--- config.mk ---
export PLATFORM = sky130hd
export DESIGN_NAME = power_request_ctrl_flat
export DESIGN_NICKNAME = d
export VERILOG_FILES = /design/src/rtl/power_request_ctrl_pkg.sv /design/src/rtl/power_request_ctrl_if.sv /design/src/rtl/power_request_ctrl_btn.sv /design/src/rtl/power_request_ctrl.sv /design/src/flat_wrapper.sv
export SDC_FILE = /design/constraint.sdc
export NUM_CORES = 1
export LEC_CHECK = 0
export ABC_CLOCK_PERIOD_IN_PS = 3500
export CAP_MARGIN = 40
export CORE_UTILIZATION = 39
export CTS_BUF_LIST = sky130_fd_sc_hd__clkbuf_8
export DETAILED_ROUTE_END_ITERATION = 8
export PLACE_DENSITY = 0.6
export SLEW_MARGIN = 20
export SYNTH_ARGS = -nofsm -noshare
export SYNTH_HDL_FRONTEND = slang
export SYNTH_SLANG_ARGS = --single-unit
--- constraint.sdc ---
create_clock -name clk -period 3.5 [get_ports clk]
set_input_delay 0.7 -clock clk [delete_from_list [all_inputs] [get_ports clk]]
set_output_delay 0.7 -clock clk [all_outputs]
set_load 0.005 [all_outputs]
--- src/rtl/power_request_ctrl_pkg.sv ---
// Shared power-control package: FSM encodings and default timing constants
// (the TIME_* values are also used by the power sequencer).
package power_pkg;

  typedef enum logic [2:0] {
    IDLE_DOWN = 3'd0,
    REQ_UP    = 3'd1,
    UP        = 3'd2,
    REQ_DN    = 3'd3,
    HOLDOFF   = 3'd4
  } pwr_state_t;

  localparam logic [31:0] TIME_DEBOUNCE   = 32'd50000;
  localparam logic [31:0] TIME_LONG_PRESS = 32'd4000000;
  localparam logic [31:0] TIME_UP_TIMEOUT = 32'd200000;
  localparam logic [31:0] TIME_HOLDOFF    = 32'd1000000;

endpackage

--- src/rtl/power_request_ctrl_if.sv ---
// Request/status bundle between the request controller (slave) and its
// environment: software strobes, fault level and sequencer handshake.
interface power_request_ctrl_if;

  logic sw_power_up;
  logic sw_power_down;
  logic fault_shutdown;
  logic power_up_done;
  logic power_down_done;
  logic power_up;
  logic power_down;
  logic fault_latched;
  logic holdoff_active;

  modport master (
    output sw_power_up, sw_power_down, fault_shutdown,
    output power_up_done, power_down_done,
    input  power_up, power_down, fault_latched, holdoff_active
  );

  modport slave (
    input  sw_power_up, sw_power_down, fault_shutdown,
    input  power_up_done, power_down_done,
    output power_up, power_down, fault_latched, holdoff_active
  );

endinterface

--- src/rtl/power_request_ctrl_btn.sv ---
// Front-panel button: 2-flop synchroniser, debounce and press-length timer.
// Emits one-cycle short_evt (release before LONG_PRESS) and long_evt.
module btn_debounce
  import power_pkg::*;
#(
  parameter logic [31:0] DEBOUNCE_CYCLES = TIME_DEBOUNCE,
  parameter logic [31:0] LONG_PRESS      = TIME_LONG_PRESS
) (
  input  logic clk,
  input  logic reset,
  input  logic pwr_btn_n,
  output logic short_evt,
  output logic long_evt
);

  logic        sync1, sync2, btn_db;
  logic [31:0] db_cnt, press_cnt;
  logic        db_flip;

  // The raw level must disagree with btn_db for DEBOUNCE_CYCLES consecutive samples.
  assign db_flip = (sync2 != btn_db) && (db_cnt == DEBOUNCE_CYCLES - 32'd1);

  always_ff @(posedge clk) begin
    if (reset) begin
      sync1     <= 1'b1;
      sync2     <= 1'b1;
      btn_db    <= 1'b1;
      db_cnt    <= '0;
      press_cnt <= '0;
      short_evt <= 1'b0;
      long_evt  <= 1'b0;
    end else begin
      sync1     <= pwr_btn_n;
      sync2     <= sync1;
      short_evt <= 1'b0;
      long_evt  <= 1'b0;

      if (sync2 == btn_db) begin
        db_cnt <= '0;
      end else if (db_flip) begin
        db_cnt <= '0;
        btn_db <= sync2;
        if (sync2 && (press_cnt < LONG_PRESS))
          short_evt <= 1'b1;
      end else begin
        db_cnt <= db_cnt + 32'd1;
      end

      // Saturating press timer; the long event fires on the single step into saturation.
      if (!btn_db) begin
        if (press_cnt < LONG_PRESS)
          press_cnt <= press_cnt + 32'd1;
        if (press_cnt == LONG_PRESS - 32'd1)
          long_evt <= 1'b1;
      end else begin
        press_cnt <= '0;
      end
    end
  end

endmodule

--- src/rtl/power_request_ctrl.sv ---
// Power request controller: arbitrates button/software/fault requests and drives
// one-cycle power_up/power_down strobes to the sequencer. Optional AUTO_POWER_ON_EN
// enables a one-shot power-up after the post-reset hold-off.
module power_request_ctrl
  import power_pkg::*;
#(
  parameter logic [31:0] DEBOUNCE_CYCLES = TIME_DEBOUNCE,
  parameter logic [31:0] LONG_PRESS      = TIME_LONG_PRESS,
  parameter logic [31:0] UP_TIMEOUT      = TIME_UP_TIMEOUT,
  parameter logic [31:0] HOLDOFF_CYCLES  = TIME_HOLDOFF
) (
  input  logic                 clk,
  input  logic                 reset,
  input  logic                 pwr_btn_n,
  power_request_ctrl_if.slave  bus
);

`ifdef AUTO_POWER_ON_EN
  localparam pwr_state_t  RST_STATE = HOLDOFF;
  localparam logic        RST_AUTO  = 1'b1;
  localparam logic [31:0] RST_HOLD  = HOLDOFF_CYCLES;
`else
  localparam pwr_state_t  RST_STATE = IDLE_DOWN;
  localparam logic        RST_AUTO  = 1'b0;
  localparam logic [31:0] RST_HOLD  = 32'd0;
`endif

  pwr_state_t  state, state_n;
  logic [31:0] up_tmr, up_tmr_n;
  logic [31:0] hold_tmr, hold_tmr_n;
  logic        pu_q, pu_n, pd_q, pd_n;
  logic        fault_q, fault_n;
  logic        auto_pend, auto_n;
  logic        short_evt, long_evt;
  logic        up_req, dn_req;

  btn_debounce #(
    .DEBOUNCE_CYCLES (DEBOUNCE_CYCLES),
    .LONG_PRESS      (LONG_PRESS)
  ) u_btn (
    .clk       (clk),
    .reset     (reset),
    .pwr_btn_n (pwr_btn_n),
    .short_evt (short_evt),
    .long_evt  (long_evt)
  );

  // A short press toggles: it asks for power-up everywhere except UP, where it asks for power-down.
  assign up_req = (short_evt && (state != UP)) || bus.sw_power_up;
  assign dn_req = long_evt || bus.sw_power_down || bus.fault_shutdown ||
                  (short_evt && (state == UP));

  always_ff @(posedge clk) begin
    if (reset) begin
      state     <= RST_STATE;
      up_tmr    <= '0;
      hold_tmr  <= RST_HOLD;
      pu_q      <= 1'b0;
      pd_q      <= 1'b0;
      fault_q   <= 1'b0;
      auto_pend <= RST_AUTO;
    end else begin
      state     <= state_n;
      up_tmr    <= up_tmr_n;
      hold_tmr  <= hold_tmr_n;
      pu_q      <= pu_n;
      pd_q      <= pd_n;
      fault_q   <= fault_n;
      auto_pend <= auto_n;
    end
  end

  always_comb begin
    state_n    = state;
    up_tmr_n   = up_tmr;
    hold_tmr_n = hold_tmr;
    pu_n       = 1'b0;
    pd_n       = 1'b0;
    fault_n    = fault_q || bus.fault_shutdown;
    auto_n     = auto_pend;

    unique case (state)
      IDLE_DOWN: begin
        // dn_req covers fault_shutdown, so a present fault blocks power-up here.
        if (up_req && !dn_req) begin
          state_n  = REQ_UP;
          pu_n     = 1'b1;
          up_tmr_n = '0;
          fault_n  = 1'b0;
        end
      end
      REQ_UP: begin
        if (dn_req) begin
          state_n = REQ_DN;
          pd_n    = 1'b1;
        end else if (bus.power_up_done) begin
          state_n = UP;
        end else if (up_tmr == UP_TIMEOUT - 32'd1) begin
          state_n = REQ_DN;
          pd_n    = 1'b1;
          fault_n = 1'b1;
        end else begin
          up_tmr_n = up_tmr + 32'd1;
        end
      end
      UP: begin
        // Losing power-good while up is handled as a fault shutdown.
        if (!bus.power_up_done) begin
          state_n = REQ_DN;
          pd_n    = 1'b1;
          fault_n = 1'b1;
        end else if (dn_req) begin
          state_n = REQ_DN;
          pd_n    = 1'b1;
        end
      end
      REQ_DN: begin
        if (bus.power_down_done) begin
          state_n    = HOLDOFF;
          hold_tmr_n = HOLDOFF_CYCLES;
        end
      end
      HOLDOFF: begin
        if (hold_tmr == 32'd0) begin
          auto_n = 1'b0;
          if (auto_pend && !dn_req) begin
            state_n  = REQ_UP;
            pu_n     = 1'b1;
            up_tmr_n = '0;
            fault_n  = 1'b0;
          end else begin
            state_n = IDLE_DOWN;
          end
        end else begin
          hold_tmr_n = hold_tmr - 32'd1;
        end
      end
      default: state_n = IDLE_DOWN;
    endcase
  end

  assign bus.power_up       = pu_q;
  assign bus.power_down     = pd_q;
  assign bus.fault_latched  = fault_q;
  assign bus.holdoff_active = (state == HOLDOFF);

endmodule

--- src/flat_wrapper.sv ---
// flat-port wrapper written by rule: the top's interface ports become plain ports
module power_request_ctrl_flat import power_pkg::*;
#(
  parameter logic [31:0] DEBOUNCE_CYCLES = TIME_DEBOUNCE,
  parameter logic [31:0] LONG_PRESS      = TIME_LONG_PRESS,
  parameter logic [31:0] UP_TIMEOUT      = TIME_UP_TIMEOUT,
  parameter logic [31:0] HOLDOFF_CYCLES  = TIME_HOLDOFF
)
  (clk, reset, pwr_btn_n, bus_sw_power_up, bus_sw_power_down, bus_fault_shutdown, bus_power_up_done, bus_power_down_done, bus_power_up, bus_power_down, bus_fault_latched, bus_holdoff_active);
  power_request_ctrl_if bus_i ();
  input  logic clk;
  input  logic reset;
  input  logic pwr_btn_n;
  input wire logic [$bits(bus_i.sw_power_up)-1:0] bus_sw_power_up;
  input wire logic [$bits(bus_i.sw_power_down)-1:0] bus_sw_power_down;
  input wire logic [$bits(bus_i.fault_shutdown)-1:0] bus_fault_shutdown;
  input wire logic [$bits(bus_i.power_up_done)-1:0] bus_power_up_done;
  input wire logic [$bits(bus_i.power_down_done)-1:0] bus_power_down_done;
  output wire logic [$bits(bus_i.power_up)-1:0] bus_power_up;
  output wire logic [$bits(bus_i.power_down)-1:0] bus_power_down;
  output wire logic [$bits(bus_i.fault_latched)-1:0] bus_fault_latched;
  output wire logic [$bits(bus_i.holdoff_active)-1:0] bus_holdoff_active;
  assign bus_i.sw_power_up = bus_sw_power_up;
  assign bus_i.sw_power_down = bus_sw_power_down;
  assign bus_i.fault_shutdown = bus_fault_shutdown;
  assign bus_i.power_up_done = bus_power_up_done;
  assign bus_i.power_down_done = bus_power_down_done;
  assign bus_power_up = bus_i.power_up;
  assign bus_power_down = bus_i.power_down;
  assign bus_fault_latched = bus_i.fault_latched;
  assign bus_holdoff_active = bus_i.holdoff_active;
  power_request_ctrl #(.DEBOUNCE_CYCLES(DEBOUNCE_CYCLES), .LONG_PRESS(LONG_PRESS), .UP_TIMEOUT(UP_TIMEOUT), .HOLDOFF_CYCLES(HOLDOFF_CYCLES)) u_core (.clk(clk), .reset(reset), .pwr_btn_n(pwr_btn_n), .bus(bus_i));
endmodule
Word level (Yosys, flattened, before mapping)
Index checks and enable logic that the tools add are counted.

storage, ports and cells
  word-level logic and storage cells = 96
  register bits = 139
  input bits = 8
  output and inout bits = 4

cells by class
  equality and inequality tests = 19
  reductions and logical operators = 23
  mux-type cells = 32
  magnitude comparators = 1
  bitwise operators = 4
  add/subtract/negate cells = 4

operators by type and width
  cell                     count
  $mux W32                 6
  $pmux W32 S2             2
  $add A32 B1 Y32 const B  3
  $eq A32 B16 Y1 const B   1
  $eq A32 B18 Y1 const B   1
  $eq A32 B22 Y1 const B   1
  $logic_not A32 Y1        1
  $lt A32 B22 Y1 const B   1
  $sub A32 B1 Y32 const B  1
  $mux W3                  8
  $pmux W3 S5              1
  $mux W1                  13
  $ne A2 B2 Y1 const B     5
  $reduce_and A7 Y1        1
  $eq A3 B2 Y1 const B     2
  $ne A3 B2 Y1 const B     2
  $reduce_or A3 Y1         2
  $logic_and A1 B1 Y1      5
  $logic_or A1 B1 Y1       5
  $reduce_and A5 Y1        1
  $ne A2 B1 Y1 const B     2
  $ne A4 B2 Y1 const B     1
  $not A1 Y1               4
  $reduce_or A2 Y1         2
  other kinds (12)         12

Longest topological paths before layout
  depth after elaboration = 7
  gate-level depth with buffers = 9
  mapped depth without buffers = 7

By module
Synthesis repeated with hierarchy kept, for this count alone.

second synthesis, totals
  cell total of the unflattened synthesis = 788
  area, all modules = 6737.7 µm²

by module, submodules not included
  module              area each (µm²)  instances  sequential area each (µm²)  cells each
  power_request_ctrl  3619.7           1          1401.3                      441
  btn_debounce        3118.0           1          1381.3                      347

Worst setup path after synthesis
Ideal clock, no wire load.

  path kind = input -> register
  start = input bus_sw_power_down
  end = register u_core.up_tmr[23]
  arrival = 2.326 ns
  path slack = 1.104 ns
  setup time = 0.071 ns
  data required time = 3.429 ns
  path buffers = 1
  stages on the path = 6
  cell sequence = nor3_1 o2111a_1 clkbuf_1 nand4_1 or4_1 a21oi_1

on the way
  longest elaborated chain between the ends = 7
  elaborated cells on any way between the ends = 8
  those cells by class = 2 x eq/ne; 6 x reduce/logical

ends and longest elaborated chain
  what                                    RTL line                                             RTL
  start: declaration                      flat_wrapper.sv:15                                   input wire logic [$bits(bus_i.sw_power_down)-1:0] bus_sw_power_down;
  $logic_or A1 B1 Y1 (*) (3 in series)    power_request_ctrl.sv:50                             assign dn_req = long_evt || bus.sw_power_down || bus.fault_shutdown ||
  $logic_not A1 Y1                        power_request_ctrl.sv:85, power_request_ctrl.sv:126
  $logic_and A1 B1 Y1                     power_request_ctrl.sv:85                             if (up_req && !dn_req) begin
  $ne A2 B1 Y1 (no source line)           n/a
  $reduce_and A7 Y1 (no source line) (*)  n/a
  end signal: assignment                  power_request_ctrl.sv:64                             up_tmr <= up_tmr_n;
  end: declaration                        power_request_ctrl.sv:29                             logic [31:0] up_tmr, up_tmr_n;

Mark *: on every way between the ends. The rest lies on a longest branch, timed or not.
A chain may end at the register's enable or synchronous reset.

Final worst setup path
  start = register u_core.state[0]
  end = output bus_holdoff_active

on the way
  longest elaborated chain between the ends = 1

ends and longest elaborated chain
  what                      RTL line                   RTL
  start: declaration        power_request_ctrl.sv:28   pwr_state_t state, state_n;
  start signal: assignment  power_request_ctrl.sv:63   state <= state_n;
  $eq A3 B3 Y1              power_request_ctrl.sv:145  assign bus.holdoff_active = (state == HOLDOFF);
  end: declaration          flat_wrapper.sv:22         output wire logic [$bits(bus_i.holdoff_active)-1:0] bus_holdoff_active;

No other way between the ends.

==> results.md <==
- Most frequent cells in the layout: dfxtp_1 (139), nor2_1 (90), nand2_1 (49)
- Top cell family by delay on the critical path: buffers and inverters
- Drt via density: 5.584
- HPWL Detailed: 9.749 mm
- Register bit count reported by yosys: 139
- Clock Latency Late Sink: 450 ps
- Critical path, cell by cell: nor3b_2 -> clkdlybuf4s50_1
- Clock Pin Slew Worst Setup and Hold Paths: 80 ps
- DR DRC count: 0
- First-pass GRT wire length: 25.28 mm
- Slew headroom: 49.47%
- Worst path max stage delay: 600 ps
- Asr flop ratio synth: 0%
- R2r endpoint: u_core.u_btn.press_cnt[15]
- WL per Instance: 14.02 µm
- Vias in the first global route: 5190
- Util after Layout: 44.23%
- CP endpoint kind: output port
- Synth cell types: 66
- Seq/Total Area, Yosys: 40.70%
- RR Startpoint: u_core.u_btn.press_cnt[13]
- YS warnings: 0
- Crit path required time: 2800 ps
- Vias: 5802
- Synth Net Count: 810
- Clock Tree Root: clkbuf_8
- # fillers: 1664
- Drt first-iter violations: 344
- PostCTS Resize Cnt: 0
- DR pass1 iterations: 4
- GP Congestion: 0.7689
- Pwr dens: 513.2 nW/µm²
- Setup Skew: 13.09 ps
- Max Cap Viol: 0
- Fin nets: 814
- # setup viols final: 0
- Critical-path top delay cell: clkdlybuf4s50_1
- Unrepaired setup endpoints after global routing: no
- WL final: 14.56 mm
- Number of inserted diodes: 0
- Hold_ws: 420.7 ps
- Routed Antenna Nets: 0
- CTS Sinks: 139
- Crit path DAT: 2020 ps
- CP Launch Type: flip-flop
- Static Leak: 0.002456 µW
- Initial Util: 39.66%
- Post-Layout Cell Count: 1039
- Post-CTS Setup Repair Bufs: 0
- Multi-input gate area: 3836 µm²
- CTS max path bufs: 2
- Storage cell area: 2783 µm²
- Post-synth EDFFs: 0
- Achievable Freq: 367.4 MHz
- Most common cell after layout, fill and taps aside: dfxtp_1
- Largest net degree at the start of global routing: 33
- Total GRT Usage: 17.14%
- Reg2Reg Setup Slack: 1060 ps
- Row count: 48
- WHS Path Cells: 1
- Buf+Inv Stages, Crit Path: 1
- HP Class: flip-flop to flip-flop
- H-tree Lvls: 4
- Status: finished clean
- TritonCTS buffer count: 17
- Area of the core: 17240 µm²
- Hold Crit Endpoint: u_core.u_btn.sync2
- Die width: 134.4 µm
- Initial antenna violation count: 0
- GRT Residual Overflow: 0
- CTS Hold Buffers Added: 0
- CP Launch Point: u_core.state[0]
- Area Overhead vs Synth: 11.51%
- IO buf count: 11
- Share of layout cells above drive strength 1: 9.828%
- Die height: 134.4 µm
- Io pins: 12
- Max VDD drop: 0.0003340 V
- Fin crit share: 77.77%
- Hold_sp: u_core.u_btn.sync1
- Die Area: 18060 µm²
- Placed cell count: 1007
- Worst Tran Pin Value: 751.6 ps
- Final Hold Fails: 0
- Post-synth top flop: dfxtp_1
- Min Tclk post-route: 2722 ps
- CTS tree: built
- Setup TNS: 0 ps
- Reg2reg path depth: 5
- Mapped Area: 6837 µm²
- Post-Syn Area per Cell: 8.578 µm²
- Post-Synthesis Cells: 797
- Crit Path Class: flip-flop to output port
- Worst Path Max Fanout: 14
- Max-slew violations: 0
-- power breakdown --
part	internal, µW	switching (µW)	total [µW]
Combinational	262	501	763
Sequential	1630	68.4	1700
Clock	829	621	1450
-- per-stage QoR --
stage,instance area [µm²],power [µW],worst slack [ps]
2_1_floorplan,6837,2304,1104
5_1_grt,7624,4118,710.3
3_5_place_dp,7177,2483,507.6
6_report,7624,3912,778.2
4_1_cts,7624,3940,771.5
3_3_place_gp,7172,2484,554.6
-- metal layers --
metal / vias to the layer above / GRT usage (%) / wire length, µm
li1: 2969 / - / -
met1: 2724 / 24.08 / 7552
met2: 90 / 25.76 / 6316
met3: 19 / 4.233 / 527
met4: 0 / 5.119 / 167
met5: - / 0 / 0
-- kinds of logic (layout without fill, tap and decap cells) --
family	count (synthesis)	count (layout)	share of synthesized area, %
AND/OR/NAND/NOR	396	396	32.34
XOR/XNOR	61	61	7.815
adder cells (fa/ha/maj)	5	5	0.9151
flip-flops	139	139	40.70
multiplexers	6	6	0.8785
buffers and inverters	57	74	3.367
AO/OA/AOI/OAI	133	133	13.98
-- Yosys cell counts, types with 28 or more instances --
cell | n | area share [%]
or3_1 | 28 | 2.6
xnor2_1 | 40 | 5.1
nor2_1 | 90 | 4.9
nand4_1 | 33 | 3.0
a21oi_1 | 39 | 2.9
nor4_1 | 31 | 2.8
dfxtp_1 | 139 | 41
nand3_1 | 34 | 2.5
clkbuf_1 | 31 | 1.7
nand2_1 | 49 | 2.7
or4_1 | 32 | 3.5
-- sequential cells by signal, summed over array words and instances, names as in the netlist, 3 cells and up --
| register | count |
|---|---|
| u_core.state | 3 |
| u_core.up_tmr | 32 |
| u_core.u_btn.db_cnt | 32 |
| u_core.hold_tmr | 32 |
| u_core.u_btn.press_cnt | 32 |
-- worst max-delay path by stage --
stage                     cells after the start                 end  slack, ps
after detailed placement                      6   u_core.up_tmr[31]        510
after global placement                        7    u_core.up_tmr[3]        550
after global routing                          2  bus_holdoff_active        710
after floorplan                               6   u_core.up_tmr[23]       1100
final                                         2  bus_holdoff_active        780
after CTS                                     2  bus_holdoff_active        770
-- cell type report --
cell class                      count  area share, %
Sequential cell                   139          36.50
Tap cell                          225          3.693
Clock inverter                     12          2.248
Inverter                           17         0.8370
Multi-Input combinational cell    601          50.32
Timing Repair Buffer               25          2.790
Clock buffer                       20          3.611
(Power assumes the default switching activity.)
